**config.mk**
```make
export PLATFORM = sky130hd
export DESIGN_NAME = pwm_generator
export DESIGN_NICKNAME = d
export VERILOG_FILES = /design/src/rtl/pwm_generator.sv
export SDC_FILE = /design/constraint.sdc
export NUM_CORES = 1
export LEC_CHECK = 0
export BUFFER_PORTS_ARGS = -buffer_cell sky130_fd_sc_hd__buf_2
export CAP_MARGIN = 10
export CELL_PAD_IN_SITES_DETAIL_PLACEMENT = 1
export CELL_PAD_IN_SITES_GLOBAL_PLACEMENT = 1
export CORE_ASPECT_RATIO = 0.75
export CORE_MARGIN = 4
export CORE_UTILIZATION = 38
export DETAILED_ROUTE_END_ITERATION = 12
export GPL_TIMING_DRIVEN = 0
export MAX_ROUTING_LAYER = met4
export PLACE_DENSITY = 0.77
export SLEW_MARGIN = 20
export SYNTH_ARGS = -nofsm -noshare
export SYNTH_HDL_FRONTEND = slang
export SYNTH_SLANG_ARGS = --single-unit
```
**constraint.sdc**
```tcl
create_clock -name clk -period 3.2 [get_ports clk]
set_input_delay 0.48 -clock clk [delete_from_list [all_inputs] [get_ports clk]]
set_output_delay 0.48 -clock clk [all_outputs]
set_load 0.05 [all_outputs]
```
**src/rtl/pwm_generator.sv**
```systemverilog
// Dual-channel PWM with period-boundary double-buffered duty words and a period-start strobe.
// Optional duty slew limiting is enabled by defining PWM_GENERATOR_SLEW_LIMIT_EN.
module pwm_generator #(
    parameter int unsigned PWM_RESOLUTION = 16,
    parameter int unsigned CLK_DIV        = 1,
    parameter int unsigned SLEW_STEP      = 256
) (
    input  logic                      clk,
    input  logic                      reset,
    input  logic                      en,
    input  logic [PWM_RESOLUTION-1:0] duty_cycle_l,
    input  logic [PWM_RESOLUTION-1:0] duty_cycle_r,
    output logic                      pwm_l,
    output logic                      pwm_r,
    output logic                      period_start,
    output logic [PWM_RESOLUTION-1:0] duty_active_l,
    output logic [PWM_RESOLUTION-1:0] duty_active_r
);

    localparam int unsigned RES = PWM_RESOLUTION;
    localparam int unsigned PW  = (CLK_DIV > 1) ? $clog2(CLK_DIV) : 1;
    localparam logic [PW-1:0]  PRESC_LAST = PW'(CLK_DIV - 1);
    localparam logic [RES-1:0] CNT_LAST   = {{(RES-1){1'b1}}, 1'b0};

    // A zero prescale or zero slew step would stall the generator.
    if (CLK_DIV < 1 || SLEW_STEP < 1) begin : g_bad_param
        $error("pwm_generator: CLK_DIV and SLEW_STEP must be at least 1");
    end

    typedef enum logic {
        IDLE = 1'b0,
        RUN  = 1'b1
    } state_t;

    state_t           r_state;
    logic [PW-1:0]    r_presc;
    logic [RES-1:0]   r_cnt;
    logic             r_pwm_l;
    logic             r_pwm_r;
    logic             r_period_start;
    logic [RES-1:0]   r_duty_l;
    logic [RES-1:0]   r_duty_r;

    logic             w_tick;
    logic [PW-1:0]    w_presc_nxt;
    logic [RES-1:0]   w_cnt_nxt;
    logic             w_start;
    logic [RES-1:0]   w_duty_l_nxt;
    logic [RES-1:0]   w_duty_r_nxt;

    assign w_tick = (r_presc == PRESC_LAST);

    // Next-state counters; leaving IDLE always lands on counter 0, prescaler 0.
    always_comb begin
        w_presc_nxt = '0;
        w_cnt_nxt   = '0;
        if (r_state == RUN) begin
            w_presc_nxt = w_tick ? '0 : r_presc + PW'(1);
            if (!w_tick) begin
                w_cnt_nxt = r_cnt;
            end else if (r_cnt != CNT_LAST) begin
                w_cnt_nxt = r_cnt + RES'(1);
            end
        end
    end

    assign w_start = (w_presc_nxt == '0) && (w_cnt_nxt == '0);

`ifdef PWM_GENERATOR_SLEW_LIMIT_EN
    localparam int unsigned DUTY_MAX  = (2 ** RES) - 1;
    localparam int unsigned STEP_SAT  = (SLEW_STEP > DUTY_MAX) ? DUTY_MAX : SLEW_STEP;
    localparam logic [RES:0] STEP_W   = (RES + 1)'(STEP_SAT);

    // Move old toward tgt by at most STEP_W, never wrapping.
    function automatic logic [RES-1:0] f_slew(input logic [RES-1:0] old, input logic [RES-1:0] tgt);
        logic [RES:0] v_old;
        logic [RES:0] v_tgt;
        logic [RES:0] v_up;
        v_old = {1'b0, old};
        v_tgt = {1'b0, tgt};
        v_up  = v_old + STEP_W;
        if (v_tgt >= v_old) begin
            f_slew = (v_up > v_tgt) ? tgt : RES'(v_up);
        end else begin
            f_slew = ((v_old - v_tgt) > STEP_W) ? RES'(v_old - STEP_W) : tgt;
        end
    endfunction

    assign w_duty_l_nxt = w_start ? f_slew(r_duty_l, duty_cycle_l) : r_duty_l;
    assign w_duty_r_nxt = w_start ? f_slew(r_duty_r, duty_cycle_r) : r_duty_r;
`else
    assign w_duty_l_nxt = w_start ? duty_cycle_l : r_duty_l;
    assign w_duty_r_nxt = w_start ? duty_cycle_r : r_duty_r;
`endif

    // FSM and output registers; en low wins over any period boundary.
    always_ff @(posedge clk or posedge reset) begin
        if (reset) begin
            r_state        <= IDLE;
            r_presc        <= '0;
            r_cnt          <= '0;
            r_pwm_l        <= 1'b0;
            r_pwm_r        <= 1'b0;
            r_period_start <= 1'b0;
            r_duty_l       <= '0;
            r_duty_r       <= '0;
        end else if (!en) begin
            r_state        <= IDLE;
            r_presc        <= '0;
            r_cnt          <= '0;
            r_pwm_l        <= 1'b0;
            r_pwm_r        <= 1'b0;
            r_period_start <= 1'b0;
            r_duty_l       <= '0;
            r_duty_r       <= '0;
        end else begin
            r_state        <= RUN;
            r_presc        <= w_presc_nxt;
            r_cnt          <= w_cnt_nxt;
            r_period_start <= w_start;
            r_duty_l       <= w_duty_l_nxt;
            r_duty_r       <= w_duty_r_nxt;
            r_pwm_l        <= (w_cnt_nxt < w_duty_l_nxt);
            r_pwm_r        <= (w_cnt_nxt < w_duty_r_nxt);
        end
    end

    assign pwm_l         = r_pwm_l;
    assign pwm_r         = r_pwm_r;
    assign period_start  = r_period_start;
    assign duty_active_l = r_duty_l;
    assign duty_active_r = r_duty_r;

endmodule

```
==> flow_summary.toml <==
[run_status]
status = "complete, but fails checks"
violations = "negative setup slack"

[route]
vias_per_cell = 5.36
routed_wirelength_mm = 11.2
post_drt_wl_per_cell_microns = 20.3
routed.top_layer = "met4"
first_pass_iters = 4
route.met2.wl_mm = 5.66
wl_met1_mm = 4.75
ant_nets = 0
drc = 0
dr.first_iter.drc_count = 119
dr_wl_met3_microns = 476
vias = 2950

[sta]
hold_viol = 0
finClkSkew_ps = 3.76
max_freq_ghz = 0.271
finalSetupViolCount = 2
finalWorstSetupSlack_ps = -488
slew_viol_final = 0
max_slew_margin_pct = 55.4
rsz0062_at_grt = "yes"
post-route-period-util_pct = 115
layout_min_cycle_time_ps = 3690
worst_pin_slew_ps = 669

[finish]
drive_gt1_share_pct = 45.5
nets = 508
n_antenna_cell = 0
final_util_pct = 55.9
area_growth_pct = 43.0
fin_cells = 550
nFillCells = 924

[global_routing]
grt_pass1_wl_mm = 17.3
overflow = 0
grt.total_usage_pct = 22.7
antenna_found_initial = 0
grt_max_degree = 53
grt_pass1_vias = 3280

[cts]
clk_path_buf_depth = 2
cts_root_buf = "clkbuf_16"
ctsHoldBuffers = 0
numCtsBuffers = 5
clk_pin_slew_worst_paths_ps = 70
clk_latency_ps = 280
cts_tree = "built"
cts.htree.levels = 2
clock_sinks = 52

[placed_design]
gp_congestion = 0.854
dp_hpwl_mm = 7.03
place_inst = 496
dp_slack_ps = -585
port_buffers = 69

[logic_synthesis]
synth.distinct_cells = 45
ys_top_cells_by_area = "dfrtp_1 39%, ha_1 12%, mux2i_1 7.3%, nor2b_1 6.8%, nor2_1 4.1%"
synthCells = 319
syn_nets = 386
yosysTopAreaCellShare_pct = 39.4
yosysTopAreaCell = "dfrtp_1"
yosys-top-cells-count = "52 x dfrtp_1, 36 x nor2_1, 36 x nor2b_1"
synthArstFlopShare_pct = 100
synth_edf_count = 0
syn_area_sq_um = 3300
yosysMostFrequentCell = "dfrtp_1"
ys_ff_latch = 52
yosys_most_used_dff = "dfrtp_1"
ys_warn_count = 0
synth_seq_area_share_pct = 39.4
syn_avg_cell_area_sq_um = 10.4

[worst_setup_path]
cp_top_family = "compound AO/OA/AOI/OAI gates"
worstPathMaxFanout = 8
cp_slowest_cell = "dfrtp_1"
cp_num_buf_inv = 4
cp-end-kind = "flip-flop"
worst_ep_required_time_ps = 3420
cp_cell_sequence = "buf_6 -> ha_4 -> nand3_4 -> buf_6 -> o41ai_4 -> o2111ai_2 -> o21ai_2 -> buf_6 -> buf_12 -> mux2i_4 -> ha_4 -> a21oi_2 -> nor2b_1 -> o21ai_1 -> o21ai_1 -> o21ai_1 -> and4b_1 -> o221a_2"
cpPeakStageDelay_ps = 360
arrival_ps = 3910
worstSetupPathType = "flip-flop to flip-flop"
start_kind = "flip-flop"

[die]
row_count = 29
core_sq_um = 8450
die_width_microns = 116
die_h_microns = 88.7
start_util_pct = 39.1
dieArea_sq_um = 10300
pin_count = 70

[power]
peakVddDrop_v = 0.000284
power.total_w = 0.00171
p_leak_nw = 2.21
cellPowerDensity_nw_per_um2 = 362

[flow_run]
max_cap_viol_count = 0

[worst_hold_path]
hold_class = "primary input to async pin"
report_power, final:
group / switching [W] / internal (W) / total [W] / leakage (nW)
Combinational: 0.000277 / 0.000175 / 0.000452 / 1.46
Clock: 0.000239 / 0.000313 / 0.000552 / 0.0712
Sequential: 0.0000216 / 0.000687 / 0.000709 / 0.679
worst reg2reg max path, stage by stage (launching register included):
cell and delay, ps:
dfrtp_1 360, buf_6 110, ha_4 190, nand3_4 140
buf_6 170, o41ai_4 290, o2111ai_2 180, o21ai_2 230
buf_6 170, buf_12 150, mux2i_4 280, ha_4 240
a21oi_2 110, nor2b_1 60, o21ai_1 200, o21ai_1 140
o21ai_1 200, and4b_1 220, o221a_2 180
what timing repair did:
action / in CTS / in global routing
gates resized for setup: 60 / 21
setup endpoints to repair: 2 / 2
buffers inserted: 40 / 6
pin swaps: 20 / 11
path summary, 6_finish.rpt:
check	end	start	slack, ps	cells after the start
setup / recovery	pwm_l$_DFF_PP0_	r_cnt[0]$_DFF_PP0_	-490	18
hold / removal	duty_active_l[1]$_DFF_PP0_	reset	300	2
setup reg to reg	pwm_l$_DFF_PP0_	r_cnt[0]$_DFF_PP0_	-490	18
max in group asynchronous	r_cnt[9]$_DFF_PP0_	reset	2410	2
min in group clk	r_state$_DFF_PP0_	en	320	1
hold reg to reg	duty_active_r[8]$_DFF_PP0_	duty_active_r[8]$_DFF_PP0_	590	2
final cells by class:
class,count,area [sq um],area share (%)
plain buffers,16,149,3.15
clock buffers,8,146,3.10
inverters,4,17.5,0.371
multi-input cells,247,2250,47.7
flip-flops and latches,52,1310,27.8
well taps,108,135,2.86
repair buffers,115,713,15.1
placed cells by master (no fill, tap or decap), types with 3 or more instances in the layout:
master	instances
nand2_1	14
nor3_1	5
o21ai_1	7
o21ai_0	3
clkbuf_16	5
clkbuf_1	7
ha_1	24
mux2i_4	10
buf_6	6
nand4_1	8
a21oi_1	4
ha_4	8
dfrtp_2	8
mux2i_1	13
dfrtp_1	44
xor2_1	4
nor2_1	36
xnor2_1	9
a21o_1	5
mux2i_2	10
a21oi_2	6
or2_2	3
buf_12	3
nor2b_1	36
buf_2	70
buf_4	44
nand3_1	6
per-stage QoR:
step	hold WS, ps	TNS [ps]	instance area, sq um
4_1_cts	310	-509	4560
2_1_floorplan	511	0	3330
3_3_place_gp	564	-1040	3810
6_report	296	-937	4720
3_5_place_dp	570	-1160	3810
5_1_grt	312	-1280	4720
cell families (layout without fill, tap and decap cells):
family,count (synthesis),count (layout),synth area share [%]
AO/OA/AOI/OAI,40,40,8.49
multiplexers,33,33,11.0
AND/OR/NAND/NOR,126,126,20.4
adder cells (fa/ha/maj),32,32,12.1
XOR/XNOR,16,16,4.24
flip-flops,52,52,39.4
buffers and inverters,20,143,4.32
registers in the layout, summed over array words and instances, names as in the netlist:
name,count
r_cnt,16
duty_active_r,16
pwm_l,1
r_state,1
duty_active_l,16
pwm_r,1
period_start,1
per-layer routing:
| metal | up-vias | global-route usage (%) |
|---|---|---|
| met4 | 0 | 5.58 |
| met1 | 1475 | 28.3 |
| met5 | - | - |
| met2 | 82 | 39.1 |
| li1 | 1369 | - |
| met3 | 24 | 3.35 |
No activity file was read; power rests on OpenSTA's default activity.
